## src/rtl/branch_predict_btb_if.sv

```systemverilog
// Prediction and resolution bus between fetch/execute and the BTB.
interface branch_predict_btb_if;
    // Fetch-side lookup
    logic [31:0] pred_pc_i;
    logic        pred_hit_o;
    logic        pred_taken_o;
    logic [31:0] pred_target_o;
    // Execute-side resolution
    logic        res_valid_i;
    logic [31:0] res_pc_i;
    logic        res_cond_i;
    logic        res_taken_i;
    logic [31:0] res_target_i;
    logic        res_pred_taken_i;
    logic [31:0] res_pred_target_i;
    // Redirect and statistics
    logic        mispredict_o;
    logic [31:0] redirect_pc_o;
    logic [31:0] br_cnt_o;
    logic [31:0] mispred_cnt_o;

    modport master (
        output pred_pc_i, res_valid_i, res_pc_i, res_cond_i, res_taken_i,
               res_target_i, res_pred_taken_i, res_pred_target_i,
        input  pred_hit_o, pred_taken_o, pred_target_o, mispredict_o,
               redirect_pc_o, br_cnt_o, mispred_cnt_o
    );

    modport slave (
        input  pred_pc_i, res_valid_i, res_pc_i, res_cond_i, res_taken_i,
               res_target_i, res_pred_taken_i, res_pred_target_i,
        output pred_hit_o, pred_taken_o, pred_target_o, mispredict_o,
               redirect_pc_o, br_cnt_o, mispred_cnt_o
    );
endinterface

```

## src/rtl/branch_predict_btb.sv

```systemverilog
// Direct-mapped BTB with 2-bit counters, mispredict redirect and statistics.
module branch_predict_btb #(
    parameter int unsigned ENTRIES = 16,
    parameter int unsigned TAG_W   = 8
) (
    input  logic                 clk,
    input  logic                 reset,
    branch_predict_btb_if.slave  bus
);
    localparam int unsigned IDX_W  = $clog2(ENTRIES);
    localparam int unsigned IDX_LO = 2;
    localparam int unsigned IDX_HI = IDX_W + 1;
    localparam int unsigned TAG_LO = IDX_W + 2;
    localparam int unsigned TAG_HI = IDX_W + TAG_W + 1;

    logic [ENTRIES-1:0] valid_q;
    logic [TAG_W-1:0]   tag_q    [ENTRIES];
    logic [31:0]        target_q [ENTRIES];
    logic [1:0]         cnt_q    [ENTRIES];

    logic        mispredict_q;
    logic [31:0] redirect_pc_q;
    logic [31:0] br_cnt_q;
    logic [31:0] mispred_cnt_q;

    logic [IDX_W-1:0] pred_idx;
    logic [TAG_W-1:0] pred_tag;
    logic             pred_hit;
    logic             pred_taken;
    logic [IDX_W-1:0] res_idx;
    logic [TAG_W-1:0] res_tag;
    logic             res_hit;
    logic [1:0]       res_cnt;

    logic             wr_en;
    logic [31:0]      wr_target;
    logic [1:0]       wr_cnt;
    logic             mispredict_c;
    logic [31:0]      redirect_c;
    logic             unused_pc_bits;

    assign pred_idx = bus.pred_pc_i[IDX_HI:IDX_LO];
    assign pred_tag = bus.pred_pc_i[TAG_HI:TAG_LO];
    assign res_idx  = bus.res_pc_i[IDX_HI:IDX_LO];
    assign res_tag  = bus.res_pc_i[TAG_HI:TAG_LO];
    assign unused_pc_bits = ^{bus.pred_pc_i, bus.res_pc_i};

    // Same-cycle fetch lookup; reads pre-edge table contents.
    always_comb begin
        pred_hit   = valid_q[pred_idx] && (tag_q[pred_idx] == pred_tag);
        pred_taken = pred_hit && cnt_q[pred_idx][1];
    end

    assign bus.pred_hit_o    = pred_hit;
    assign bus.pred_taken_o  = pred_taken;
    assign bus.pred_target_o = pred_taken ? target_q[pred_idx]
                                          : 32'(bus.pred_pc_i + 32'd4);

    // Table update decision and mispredict detection for the resolving branch.
    always_comb begin
        res_hit      = valid_q[res_idx] && (tag_q[res_idx] == res_tag);
        res_cnt      = cnt_q[res_idx];
        wr_en        = 1'b0;
        wr_target    = target_q[res_idx];
        wr_cnt       = res_cnt;
        mispredict_c = (bus.res_taken_i != bus.res_pred_taken_i) ||
                       (bus.res_taken_i && (bus.res_target_i != bus.res_pred_target_i));
        redirect_c   = bus.res_taken_i ? bus.res_target_i : 32'(bus.res_pc_i + 32'd4);
        if (bus.res_valid_i) begin
            if (!bus.res_cond_i) begin
                wr_en     = 1'b1;
                wr_target = bus.res_target_i;
                wr_cnt    = 2'b11;
            end else if (bus.res_taken_i) begin
                wr_en     = 1'b1;
                wr_target = bus.res_target_i;
                if (!res_hit) begin
                    wr_cnt = 2'b10;
                end else if (res_cnt != 2'b11) begin
                    wr_cnt = 2'(res_cnt + 2'd1);
                end
            end else if (res_hit) begin
                wr_en = 1'b1;
                if (res_cnt != 2'b00) begin
                    wr_cnt = 2'(res_cnt - 2'd1);
                end
            end
        end
    end

    // Table write, redirect strobe and saturating statistics; reset dominates.
    always_ff @(posedge clk) begin
        if (reset) begin
            valid_q       <= '0;
            tag_q         <= '{default: '0};
            target_q      <= '{default: '0};
            cnt_q         <= '{default: '0};
            mispredict_q  <= 1'b0;
            redirect_pc_q <= '0;
            br_cnt_q      <= '0;
            mispred_cnt_q <= '0;
        end else begin
            mispredict_q <= 1'b0;
            if (bus.res_valid_i) begin
                mispredict_q  <= mispredict_c;
                redirect_pc_q <= redirect_c;
                if (br_cnt_q != 32'hFFFF_FFFF) begin
                    br_cnt_q <= br_cnt_q + 32'd1;
                end
                if (mispredict_c && (mispred_cnt_q != 32'hFFFF_FFFF)) begin
                    mispred_cnt_q <= mispred_cnt_q + 32'd1;
                end
            end
            if (wr_en) begin
                valid_q[res_idx]  <= 1'b1;
                tag_q[res_idx]    <= res_tag;
                target_q[res_idx] <= wr_target;
                cnt_q[res_idx]    <= wr_cnt;
            end
        end
    end

    assign bus.mispredict_o  = mispredict_q;
    assign bus.redirect_pc_o = redirect_pc_q;
    assign bus.br_cnt_o      = br_cnt_q;
    assign bus.mispred_cnt_o = mispred_cnt_q;
endmodule

```

## src/flat_wrapper.sv

```systemverilog
// flat-port wrapper written by rule: the top's interface ports become plain ports
module branch_predict_btb_flat 
#(
    parameter int unsigned ENTRIES = 16,
    parameter int unsigned TAG_W   = 8
)
  (clk, reset, bus_pred_pc_i, bus_res_valid_i, bus_res_pc_i, bus_res_cond_i, bus_res_taken_i, bus_res_target_i, bus_res_pred_taken_i, bus_res_pred_target_i, bus_pred_hit_o, bus_pred_taken_o, bus_pred_target_o, bus_mispredict_o, bus_redirect_pc_o, bus_br_cnt_o, bus_mispred_cnt_o);
  branch_predict_btb_if bus_i ();
  input  logic clk;
  input  logic reset;
  input wire logic [$bits(bus_i.pred_pc_i)-1:0] bus_pred_pc_i;
  input wire logic [$bits(bus_i.res_valid_i)-1:0] bus_res_valid_i;
  input wire logic [$bits(bus_i.res_pc_i)-1:0] bus_res_pc_i;
  input wire logic [$bits(bus_i.res_cond_i)-1:0] bus_res_cond_i;
  input wire logic [$bits(bus_i.res_taken_i)-1:0] bus_res_taken_i;
  input wire logic [$bits(bus_i.res_target_i)-1:0] bus_res_target_i;
  input wire logic [$bits(bus_i.res_pred_taken_i)-1:0] bus_res_pred_taken_i;
  input wire logic [$bits(bus_i.res_pred_target_i)-1:0] bus_res_pred_target_i;
  output wire logic [$bits(bus_i.pred_hit_o)-1:0] bus_pred_hit_o;
  output wire logic [$bits(bus_i.pred_taken_o)-1:0] bus_pred_taken_o;
  output wire logic [$bits(bus_i.pred_target_o)-1:0] bus_pred_target_o;
  output wire logic [$bits(bus_i.mispredict_o)-1:0] bus_mispredict_o;
  output wire logic [$bits(bus_i.redirect_pc_o)-1:0] bus_redirect_pc_o;
  output wire logic [$bits(bus_i.br_cnt_o)-1:0] bus_br_cnt_o;
  output wire logic [$bits(bus_i.mispred_cnt_o)-1:0] bus_mispred_cnt_o;
  assign bus_i.pred_pc_i = bus_pred_pc_i;
  assign bus_i.res_valid_i = bus_res_valid_i;
  assign bus_i.res_pc_i = bus_res_pc_i;
  assign bus_i.res_cond_i = bus_res_cond_i;
  assign bus_i.res_taken_i = bus_res_taken_i;
  assign bus_i.res_target_i = bus_res_target_i;
  assign bus_i.res_pred_taken_i = bus_res_pred_taken_i;
  assign bus_i.res_pred_target_i = bus_res_pred_target_i;
  assign bus_pred_hit_o = bus_i.pred_hit_o;
  assign bus_pred_taken_o = bus_i.pred_taken_o;
  assign bus_pred_target_o = bus_i.pred_target_o;
  assign bus_mispredict_o = bus_i.mispredict_o;
  assign bus_redirect_pc_o = bus_i.redirect_pc_o;
  assign bus_br_cnt_o = bus_i.br_cnt_o;
  assign bus_mispred_cnt_o = bus_i.mispred_cnt_o;
  branch_predict_btb #(.ENTRIES(ENTRIES), .TAG_W(TAG_W)) u_core (.clk(clk), .reset(reset), .bus(bus_i));
endmodule
```

## config.mk

```make
export PLATFORM = sky130hd
export DESIGN_NAME = branch_predict_btb_flat
export DESIGN_NICKNAME = d
export VERILOG_FILES = /design/src/rtl/branch_predict_btb_if.sv /design/src/rtl/branch_predict_btb.sv /design/src/flat_wrapper.sv
export SDC_FILE = /design/constraint.sdc
export NUM_CORES = 2
export LEC_CHECK = 0
export CAP_MARGIN = 10
export CORE_MARGIN = 5
export CORE_UTILIZATION = 35
export DETAILED_ROUTE_END_ITERATION = 10
export SLEW_MARGIN = 20
export SYNTH_ARGS = -nofsm -noshare
export SYNTH_HDL_FRONTEND = slang
export SYNTH_SLANG_ARGS = --single-unit
export TNS_END_PERCENT = 30
```

## constraint.sdc

```tcl
create_clock -name clk -period 4.2 [get_ports clk]
set_input_delay 0.42 -clock clk [delete_from_list [all_inputs] [get_ports clk]]
set_output_delay 0.42 -clock clk [all_outputs]
set_load 0.01 [all_outputs]
```

==> results.cfg <==
[critical_path]
worstPathRequired_ns = 3.78
ff_to_ff_setup_slack_ns = 0.91
critPathCaptureType = output port
critical_path.startpoint_type = register
timing.setup.critical_path_class = reg -> out
crit_path_max_fanout = 10
reg2regPathDepth = 11
timing.rr.start = u_core.tag_q[32]$_SDFFE_PP0P_
timing.critical_path.from = u_core.tag_q[39]$_SDFFE_PP0P_
rr_endpoint = u_core.target_q[494]$_SDFFE_PP0P_
arrival_ns = 3.68

[routing]
route.detailed.drc = 0
via_count = 31791
finalWirelength_mm = 136
detail_route.vias_per_cell = 5.69
drt-initial-drc-count = 2843
avgRoutedWirePerCell_um = 24.4
route.antenna.remaining_nets = 0
drt_first_pass_iters = 5

[power]
cellPowerDensity_mw_per_mm2 = 364
cellLeakagePower_nw = 15.9
irDropWorstVdd_mv = 0.269

[floorplanning]
die_x_um = 351
floorplan.core_area_mm2 = 0.116
floorplan.io_pins = 265
design.die.area_mm2 = 0.123
num_rows = 125
die_y_um = 351
floorplan.initialDensity_pct = 35.1

[grt]
groute.layer.met3.usage_pct = 3.86
grtUsageTotal_pct = 21.7
grt-ovfl-total = 0
grt_pass1_vias = 30991
grt_max_degree = 121
grt_busiest_layer = met2
antenna_found_initial = 9
grt_first_pass_wirelength_mm = 204
met2_usage_pct = 35.0
use_met1_pct = 30.3

[final_layout]
syn2layout_area_growth_pct = 19.7
sequential_cell_area_mm2 = 0.0157
multiInputGateArea_mm2 = 0.0230
final_net_count = 4130
layout.filler_cells = 10933
final_layout_size_suffix_gt1_share_pct = 20.9

[synth]
proportion_of_synthesized_chip_area_in_sequential_cells_pct = 38.6
synthesis.instances = 3830
post_synth_instance_area_mm2 = 0.0407
post_synthesis_async_set_or_reset_flop_share_pct = 0
nets_in_the_synthesized_netlist = 3971
synth_area_leaders = sky130_fd_sc_hd__dfxtp_1 (39%), sky130_fd_sc_hd__mux4_2 (21%), sky130_fd_sc_hd__a211oi_1 (9.6%)
synth.distinct_cells = 52
synthDominantAreaCellType = sky130_fd_sc_hd__dfxtp_1
synth-warning-count = 0
ys_seq_elements = 785
yosys.area.top_type_share_pct = 38.6
synth_commonest_cells = sky130_fd_sc_hd__nor2_1 (804), sky130_fd_sc_hd__dfxtp_1 (785), sky130_fd_sc_hd__a211oi_1 (518)
synthMostInstantiatedCell = sky130_fd_sc_hd__nor2_1
synth_area_per_cell_um2 = 10.6
synth_edf_count = 0
dominantRegCellSynth = sky130_fd_sc_hd__dfxtp_1

[clocking]
hold_buffers = 0
max_buffers_root_to_sink = 3
cts_made_buffers = 86
clkSinkCount = 785
clock_tree.root_cell = sky130_fd_sc_hd__clkbuf_16
cts.reportedPaths.clkPinSlew_ns = 0.06
clock_latency_on_the_worst_skew_pair_ns = 0.68
tritoncts_clock_tree = done
clock_tree.htree_level_count = 3

[timing]
timing_worst_slew_pin_value_ns = 1.00
timing_max_transition_violations_final = 0
shortest_period_the_worst_path_allows_ns = 4.10
fin_worst_skew_ns = 0.0488
part_of_the_cycle_the_worst_path_needs_pct = 97.6
setup_slack_ns = 0.100
setup-violations-final = 0
whs_ns = 0.242
max-slew-margin-rel_pct = 33.0
achievable-frequency_mhz = 244
grt_setup_unrepaired = false
finalHoldViolCount = 0

[hold_path]
hp-class = in -> reg
holdPathStages = 2
worstHoldStart = reset
hold-path-endpoint = u_core.bus.mispred_cnt_o[15]$_SDFFE_PP0P_

[placement]
detailed_place_hpwl_mm = 88.2
place_ws_ns = -0.0523
port-buffer-count = 264
place.gp.congestion = 0.861

[run_status]
run_status = finished, final reports clean

[job]
max_cap_violations = 0
stage by stage:
stage          utilization [%]  total power, mW  instance area [µm²]  setup TNS [ns]  instances
2_1_floorplan                -             8.95                40700               0       3830
3_3_place_gp              39.3             9.72                45500           -1.47       5419
3_5_place_dp              39.3             9.73                45500          -0.863       5419
4_1_cts                   42.0             17.9                48600         -0.0473       5579
5_1_grt                   42.0             18.3                48700               0       5581
6_report                  42.0             17.7                48700               0       5583
critical path, stage by stage, from the launching register on:
cell and delay, ns:
sky130_fd_sc_hd__dfxtp_1 0.33, sky130_fd_sc_hd__mux4_2 0.48, sky130_fd_sc_hd__mux4_2 0.53, sky130_fd_sc_hd__xnor2_2 0.15, sky130_fd_sc_hd__buf_4 0.14, sky130_fd_sc_hd__nand4_1 0.12, sky130_fd_sc_hd__nor4_4 0.18, sky130_fd_sc_hd__buf_6 0.16
sky130_fd_sc_hd__buf_4 0.12, sky130_fd_sc_hd__buf_12 0.15, sky130_fd_sc_hd__mux2_2 0.35, sky130_fd_sc_hd__dlygate4sd2_1 0.28
where the power goes:
part	internal, mW	total (mW)	switching, mW
registers	7.58	7.67	0.0928
clock network	4.82	8.17	3.35
logic	0.787	1.89	1.11
registers in the layout, indices dropped and copies added (netlist names):
signal and count:
u_core.bus.redirect_pc_o 32, u_core.valid_q 16, u_core.cnt_q 32, u_core.tag_q 128, u_core.bus.mispred_cnt_o 32, u_core.target_q 512, u_core.bus.br_cnt_o 32, u_core.bus.mispredict_o 1
how the worst max path moves through the flow:
stage                     slack [ns]                     to  cells past startpoint
after detailed placement       -0.05  bus_pred_target_o[13]                     13
final                           0.10  bus_pred_target_o[30]                     11
after global placement         -0.08  bus_pred_target_o[24]                     13
after global routing           0.008  bus_pred_target_o[21]                     13
after floorplan                 0.54  bus_pred_target_o[26]                      9
after CTS                      -0.05   bus_pred_target_o[5]                     10
logic make-up (layout without fill, tap and decap cells):
family          after synthesis  count (layout)  synth area share (%)
compound gates              666             666                  12.4
xor+xnor                    148             148                  3.19
fa+ha+maj                     7               7                 0.215
buf+inv                     418             645                  5.04
flops                       785             785                  38.6
mux                         689             689                  29.0
other cells                   0               2                     0
simple gates               1117            1117                  11.5
cell type report:
type / instances / share of cell area [%]
Multi-Input combinational cell: 2627 / 47.3
Sequential cell: 785 / 32.3
Timing Repair Buffer: 470 / 10.0
Clock buffer: 110 / 4.94
Tap cell: 1524 / 3.92
Clock inverter: 46 / 1.36
Inverter: 19 / 0.152
Antenna cell: 2 / 0.0103
repair_timing:
| item | CTS | global route |
|---|---|---|
| buffers inserted | 2 | 2 |
| gates cloned | 2 | 0 |
| pin swaps | 1 | 2 |
| resized for setup | 46 | 5 |
| endpoints found under the setup margin | 32 | 13 |
cell usage in the layout (no fill, tap or decap), types with 71 or more instances in the layout:
cell and instances:
sky130_fd_sc_hd__mux2i_1 261, sky130_fd_sc_hd__clkbuf_16 86, sky130_fd_sc_hd__mux4_2 388, sky130_fd_sc_hd__buf_4 151
sky130_fd_sc_hd__nor2_1 804, sky130_fd_sc_hd__a211oi_1 516, sky130_fd_sc_hd__xor2_1 71, sky130_fd_sc_hd__dfxtp_1 784
sky130_fd_sc_hd__clkdlybuf4s50_1 222, sky130_fd_sc_hd__nand2_1 90, sky130_fd_sc_hd__xnor2_1 76
metal layers:
metal	vias up	part of all wire [%]
li1	14565	-
met1	15859	44
met2	1177	47
met3	190	7.2
met4	0	2.6
met5	-	0
No activity file was read; power rests on OpenSTA's default activity.
